[config.mk]
export PLATFORM = sky130hd
export DESIGN_NAME = logic_unit_pipe_flat
export DESIGN_NICKNAME = d
export VERILOG_FILES = /design/src/rtl/logic_unit_pipe_if.sv /design/src/rtl/logic_unit_pipe.sv /design/src/flat_wrapper.sv
export SDC_FILE = /design/constraint.sdc
export NUM_CORES = 1
export LEC_CHECK = 0
export BUFFER_PORTS_ARGS = -buffer_cell sky130_fd_sc_hd__buf_2
export CORE_MARGIN = 4
export CORE_UTILIZATION = 44
export DETAILED_ROUTE_END_ITERATION = 10
export HOLD_SLACK_MARGIN = 0.1
export PLACE_DENSITY_LB_ADDON = 0.1
export SLEW_MARGIN = 15
export SYNTH_ARGS = -nofsm -noshare
export SYNTH_HDL_FRONTEND = slang
export SYNTH_SLANG_ARGS = --single-unit
export TNS_END_PERCENT = 30
[constraint.sdc]
create_clock -name clk -period 13.65 [get_ports clk]
set_input_delay 0.6825 -clock clk [delete_from_list [all_inputs] [get_ports clk]]
set_output_delay 0.6825 -clock clk [all_outputs]
set_load 0.03 [all_outputs]
[src/rtl/logic_unit_pipe_if.sv]
// logic_unit_pipe_if: operand-in / result-out handshake bundle for logic_unit_pipe
interface logic_unit_pipe_if #(parameter int WIDTH = 32);
    localparam int CNTW = $clog2(WIDTH + 1);
    logic             in_valid;
    logic             in_ready;
    logic [WIDTH-1:0] a;
    logic [WIDTH-1:0] b;
    logic [2:0]       sel;
    logic             acc_en;
    logic             acc_clr;
    logic             out_valid;
    logic             out_ready;
    logic [WIDTH-1:0] out;
    logic             zero;
    logic             parity;
    logic [CNTW-1:0]  ones;
    modport master (
        output in_valid, a, b, sel, acc_en, acc_clr, out_ready,
        input  in_ready, out_valid, out, zero, parity, ones
    );
    modport slave (
        input  in_valid, a, b, sel, acc_en, acc_clr, out_ready,
        output in_ready, out_valid, out, zero, parity, ones
    );
endinterface

[src/rtl/logic_unit_pipe.sv]
// logic_unit_pipe: 2-stage valid/ready bitwise logic unit with chaining accumulator and result flags
module logic_unit_pipe #(
    parameter int WIDTH = 32
) (
    input logic              clk,
    input logic              rst_n,
    logic_unit_pipe_if.slave bus
);
    localparam int CNTW = $clog2(WIDTH + 1);

    logic             s1_valid_q, s2_valid_q;
    logic [WIDTH-1:0] a_q, b_q, acc_q, out_q;
    logic [2:0]       sel_q;
    logic             acc_en_q;
    logic             zero_q, parity_q;
    logic [CNTW-1:0]  ones_q;
    logic             s2_adv, in_fire, s2_load;
    logic [WIDTH-1:0] op_a, res_d;
    logic [CNTW-1:0]  ones_d;

    assign s2_adv        = !s2_valid_q || bus.out_ready;
    assign bus.in_ready  = !s1_valid_q || s2_adv;
    assign in_fire       = bus.in_valid && bus.in_ready;
    assign s2_load       = s2_adv && s1_valid_q;
    assign op_a          = acc_en_q ? acc_q : a_q;
    assign bus.out_valid = s2_valid_q;
    assign bus.out       = out_q;
    assign bus.zero      = zero_q;
    assign bus.parity    = parity_q;
    assign bus.ones      = ones_q;

    // stage-2 datapath: selected bitwise op on (A or accumulator, B) plus its popcount
    always_comb begin
        case (sel_q)
            3'b000:  res_d = op_a & b_q;
            3'b001:  res_d = op_a | b_q;
            3'b010:  res_d = op_a ^ b_q;
            3'b011:  res_d = ~op_a;
            3'b100:  res_d = ~b_q;
            3'b101:  res_d = ~(op_a & b_q);
            3'b110:  res_d = ~(op_a | b_q);
            default: res_d = ~(op_a ^ b_q);
        endcase
        ones_d = '0;
        for (int i = 0; i < WIDTH; i++) ones_d = ones_d + CNTW'(res_d[i]);
    end

    // stage 1: capture a transaction on input fire, empty when stage 2 takes it
    always_ff @(posedge clk or negedge rst_n) begin
        if (!rst_n) begin
            s1_valid_q <= 1'b0;
            a_q        <= '0;
            b_q        <= '0;
            sel_q      <= '0;
            acc_en_q   <= 1'b0;
        end else if (in_fire) begin
            s1_valid_q <= 1'b1;
            a_q        <= bus.a;
            b_q        <= bus.b;
            sel_q      <= bus.sel;
            acc_en_q   <= bus.acc_en;
        end else if (s2_adv) begin
            s1_valid_q <= 1'b0;
        end
    end

    // stage 2: register result and flags; they hold while downstream stalls or the pipe is empty
    always_ff @(posedge clk or negedge rst_n) begin
        if (!rst_n) begin
            s2_valid_q <= 1'b0;
            out_q      <= '0;
            zero_q     <= 1'b1;
            parity_q   <= 1'b0;
            ones_q     <= '0;
        end else if (s2_adv) begin
            s2_valid_q <= s1_valid_q;
            if (s1_valid_q) begin
                out_q    <= res_d;
                zero_q   <= ~|res_d;
                parity_q <= ^res_d;
                ones_q   <= ones_d;
            end
        end
    end

    // accumulator follows every stage-2 result; a clear pulse overrides a same-cycle load
    always_ff @(posedge clk or negedge rst_n) begin
        if (!rst_n) acc_q <= '0;
        else if (bus.acc_clr) acc_q <= '0;
        else if (s2_load) acc_q <= res_d;
    end
endmodule

[src/flat_wrapper.sv]
// flat-port wrapper written by rule: the top's interface ports become plain ports
module logic_unit_pipe_flat 
#(
    parameter int WIDTH = 32
)
  (clk, rst_n, bus_in_valid, bus_a, bus_b, bus_sel, bus_acc_en, bus_acc_clr, bus_out_ready, bus_in_ready, bus_out_valid, bus_out, bus_zero, bus_parity, bus_ones);
  logic_unit_pipe_if #(.WIDTH(WIDTH)) bus_i ();
  input logic clk;
  input logic rst_n;
  input wire logic [$bits(bus_i.in_valid)-1:0] bus_in_valid;
  input wire logic [$bits(bus_i.a)-1:0] bus_a;
  input wire logic [$bits(bus_i.b)-1:0] bus_b;
  input wire logic [$bits(bus_i.sel)-1:0] bus_sel;
  input wire logic [$bits(bus_i.acc_en)-1:0] bus_acc_en;
  input wire logic [$bits(bus_i.acc_clr)-1:0] bus_acc_clr;
  input wire logic [$bits(bus_i.out_ready)-1:0] bus_out_ready;
  output wire logic [$bits(bus_i.in_ready)-1:0] bus_in_ready;
  output wire logic [$bits(bus_i.out_valid)-1:0] bus_out_valid;
  output wire logic [$bits(bus_i.out)-1:0] bus_out;
  output wire logic [$bits(bus_i.zero)-1:0] bus_zero;
  output wire logic [$bits(bus_i.parity)-1:0] bus_parity;
  output wire logic [$bits(bus_i.ones)-1:0] bus_ones;
  assign bus_i.in_valid = bus_in_valid;
  assign bus_i.a = bus_a;
  assign bus_i.b = bus_b;
  assign bus_i.sel = bus_sel;
  assign bus_i.acc_en = bus_acc_en;
  assign bus_i.acc_clr = bus_acc_clr;
  assign bus_i.out_ready = bus_out_ready;
  assign bus_in_ready = bus_i.in_ready;
  assign bus_out_valid = bus_i.out_valid;
  assign bus_out = bus_i.out;
  assign bus_zero = bus_i.zero;
  assign bus_parity = bus_i.parity;
  assign bus_ones = bus_i.ones;
  logic_unit_pipe #(.WIDTH(WIDTH)) u_core (.clk(clk), .rst_n(rst_n), .bus(bus_i));
endmodule
==> metrics.md <==
| Metric | Value |
|---|---|
| Hpwl dp | `~20 mm` |
| Cts bufs inserted | `17` |
| Top post-synthesis cells by area | `dfrtp_1 34%, ha_1 11%, mux2_2 9.2%, nand2_1 6.1%, fa_1 4.6%` |
| Sequential cell area | `between 3000 and 4000 sq um` |
| Die W | `162 um` |
| Clock Sinks | `roughly 140` |
| Port Buffer Count | `around 110` |
| Synth warn | `0` |
| Min cycle time layout | `between 7 and 8 ns` |
| Reg2Reg Launch Point | `u_core.sel_q[1]$_DFFE_PN0P_` |
| IO Pins | `between 100 and 150` |
| Clk_skew | `around 0.010 ns` |
| Crit. End Element | `register` |
| Share of the synthesized area in the top cell type | `0.338` |
| Post-CTS Resized | `0` |
| Inserted Diodes | `0` |
| Area grow syn2layout | `11.1%` |
| DIE HEIGHT | `162 um` |
| Final #Nets | `~1300` |
| Worst setup SP type | `register` |
| Grt ovf | `0` |
| Worst Path Required | `roughly 14 ns` |
| Row count | `56` |
| Top cell types by occurrence after synthesis | `169 x nand2_1, 141 x dfrtp_1, 107 x inv_1` |
| Post-Synthesis Cells | `roughly 1100` |
| H-Tree Depth | `4` |
| Endpoints failing hold | `0` |
| Most common cell on crit path | `fa_1` |
| Synth cell types | `75` |
| CP max FO | `70` |
| EDFF count, synth | `0` |
| Net Count, Synth | `about 1300` |
| Cell breakdown of the critical path | `buf_4, nand2b_1, o22ai_1, a221oi_1, a21oi_1, ha_1, fa_1, inv_1, fa_1, inv_1, fa_1, fa_1, fa_1, fa_1, fa_1, fa_1, a21o_1, a21oi_1, xor2_1, o21ai_0` |
| RSZ-0062 raised after global routing | `false` |
| Top_reg_cell synth | `dfrtp_1` |
| Post-synth design cell area | `between 10000 and 15000 sq um` |
| CP max stage delay | `roughly 0.90 ns` |
| Clock Latency Late Sink | `about 0.43 ns` |
| Post-CTS Setup Repair Bufs | `0` |
| Pin count of the biggest net entering global routing | `85` |
| CP max stage cell | `dfrtp_4` |
| Initial antenna violation count | `0` |
| Area of the multi-input gates | `between 5000 and 6000 sq um` |
| Post-DR wirelength/cell | `18.7 um` |
| Number of synthesized register bits | `142` |
| Status | `complete, no violations` |
| Setup violators final | `0` |
| Worst slew pin tran | `0.961 ns` |
| CTS clk-pin slew, worst paths | `around 0.070 ns` |
| First-pass GRT wire length | `approximately 44 mm` |
| Setup_tns | `0 ns` |
| Seq/Total Area, Yosys | `0.341` |
| Syn Area/Cell | `about 9.6 sq um` |
| CTS tree | `yes` |
| Core Region | `roughly 23000 sq um` |
| Hold Path Class | `primary input to async pin` |
| Antenna Nets Post-Route | `0` |
| Critical Path AT | `roughly 8.0 ns` |
| MaxCap Viol Count | `0` |
| Slew margin rel. | `0.360` |
| Drt via density | `5.47` |
| Hold_buf cts | `0` |
| Count leader, synth | `nand2_1` |
| Detailed-route via count | `8131` |
| # fillers | `2286` |
| Tot GR Track Use | `0.216` |
| Vias in the first global route | `7996` |
| Clock Path Buffers | `2` |
| Max Slew Vio Count | `0` |
| Crit. Startpoint | `u_core.sel_q[1]$_DFFE_PN0P_` |
| Maximum clock rate | `130 MHz` |
| Die Footprint | `between 20000 and 30000 sq um` |
| DRC violation total after the first TritonRoute iteration | `~540` |
| Async set-or-reset flop fraction in the synthesized netlist | `1.00` |
| Starting Density | `0.446` |
| Share of cells above drive strength 1 | `0.243` |
| Routed WL | `~28 mm` |
| Routability congestion estimate | `about 0.94` |
| Leading area contributor after synthesis | `dfrtp_1` |
| Crit Path Class | `register to register` |
| DRC violations left | `0` |
| Tcrit/Tclk final | `0.565` |
| Root buffer cell | `clkbuf_16` |
| Detailed Routing Iterations Pass 1 | `5` |
[worst max-delay path: cells and delay by family, from the launching register on]
kind | cells | cell delay, ns
AO/OA/AOI/OAI | 6 | 1.02
XOR/XNOR | 1 | 0.15
adder cells (fa/ha/maj) | 9 | 4.20
buffers and inverters | 3 | 0.77
flip-flops | 1 | 0.90
AND/OR/NAND/NOR | 1 | 0.42
[layer usage]
layer  vias up  part of all wire  track usage
met4         0             0.022       0.0600
met2       231              0.48        0.359
met1      4007              0.45        0.295
met5         -                 0            0
met3        28             0.044       0.0345
li1       3865                 -            -
[state kept, by name, indices dropped and copies added, names as in the netlist]
| register | count |
|---|---|
| u_core.b_q | 32 |
| u_core.bus.out_valid | 1 |
| u_core.bus.out | 32 |
| u_core.a_q | 32 |
| u_core.bus.zero | 1 |
| u_core.sel_q | 3 |
| u_core.bus.ones | 6 |
| u_core.bus.parity | 1 |
| u_core.acc_q | 32 |
| u_core.acc_en_q | 1 |
| u_core.s1_valid_q | 1 |
[through the flow]
step / hold WS [ns] / cells / instance area (sq um) / setup WS, ns / utilization
detailed placement: 0.458 / 1454 / 11000 / 6.00 / 0.470
finish: 0.267 / 1486 / 11600 / 5.94 / 0.495
floorplan: 0.387 / 1083 / 10400 / 7.04 / -
global route: 0.319 / 1486 / 11600 / 5.62 / 0.495
global placement: 0.454 / 1454 / 11000 / 6.09 / 0.470
CTS: 0.306 / 1486 / 11600 / 5.99 / 0.495
[cell usage in the layout (no fill, tap or decap), drive strengths merged, types with 3 or more instances in the layout]
cell type / instances
nand2: 170
dfrtp: 141
buf: 121
inv: 121
mux2: 89
ha: 88
a21oi: 48
o21ai: 39
nand3: 37
o22ai: 34
nor2: 30
mux2i: 27
nor2b: 25
fa: 24
o211ai: 19
clkbuf: 17
nand2b: 17
a221o: 17
xnor2: 14
o221ai: 11
a211oi: 8
and2: 8
a221oi: 7
and3: 5
nand3b: 5
xor2: 4
nand4: 4
o311ai: 3
o22a: 3
or2: 3
[cell type report]
type                       count  share of cell area
sequential                   142               0.307
inverter                     109              0.0355
clock inverter                15              0.0144
clock buffer                  17              0.0367
timing repair buffer         121              0.0543
tap                          319              0.0344
multi-input combinational    763               0.517
[cell families (layout without fill, tap and decap cells)]
logic type | after synthesis | in the layout | synth area share
AND/OR/NAND/NOR | 312 | 312 | 0.142
AO/OA/AOI/OAI | 205 | 205 | 0.139
buffers and inverters | 178 | 262 | 0.0854
flip-flops | 142 | 142 | 0.341
multiplexers | 116 | 116 | 0.126
adder cells (fa/ha/maj) | 112 | 112 | 0.152
XOR/XNOR | 18 | 18 | 0.0151
[final timing paths]
path / slack (ns) / depth (start not counted) / end
hold reg to reg: 0.47 / 2 / u_core.bus.out[30]$_DFFE_PN0P_
setup / recovery: 5.94 / 20 / u_core.bus.ones[4]$_DFFE_PN0P_
min in group clk: 0.47 / 2 / u_core.bus.out[30]$_DFFE_PN0P_
max in group asynchronous: 12.02 / 2 / u_core.acc_en_q$_DFFE_PN0P_
setup reg to reg: 5.94 / 20 / u_core.bus.ones[4]$_DFFE_PN0P_
hold / removal: 0.27 / 1 / u_core.acc_q[30]$_DFFE_PN0P_
Power is left out: the tool's default activity adds up to more than one toggle a clock period on the data nets, which glitch-free logic cannot reach.
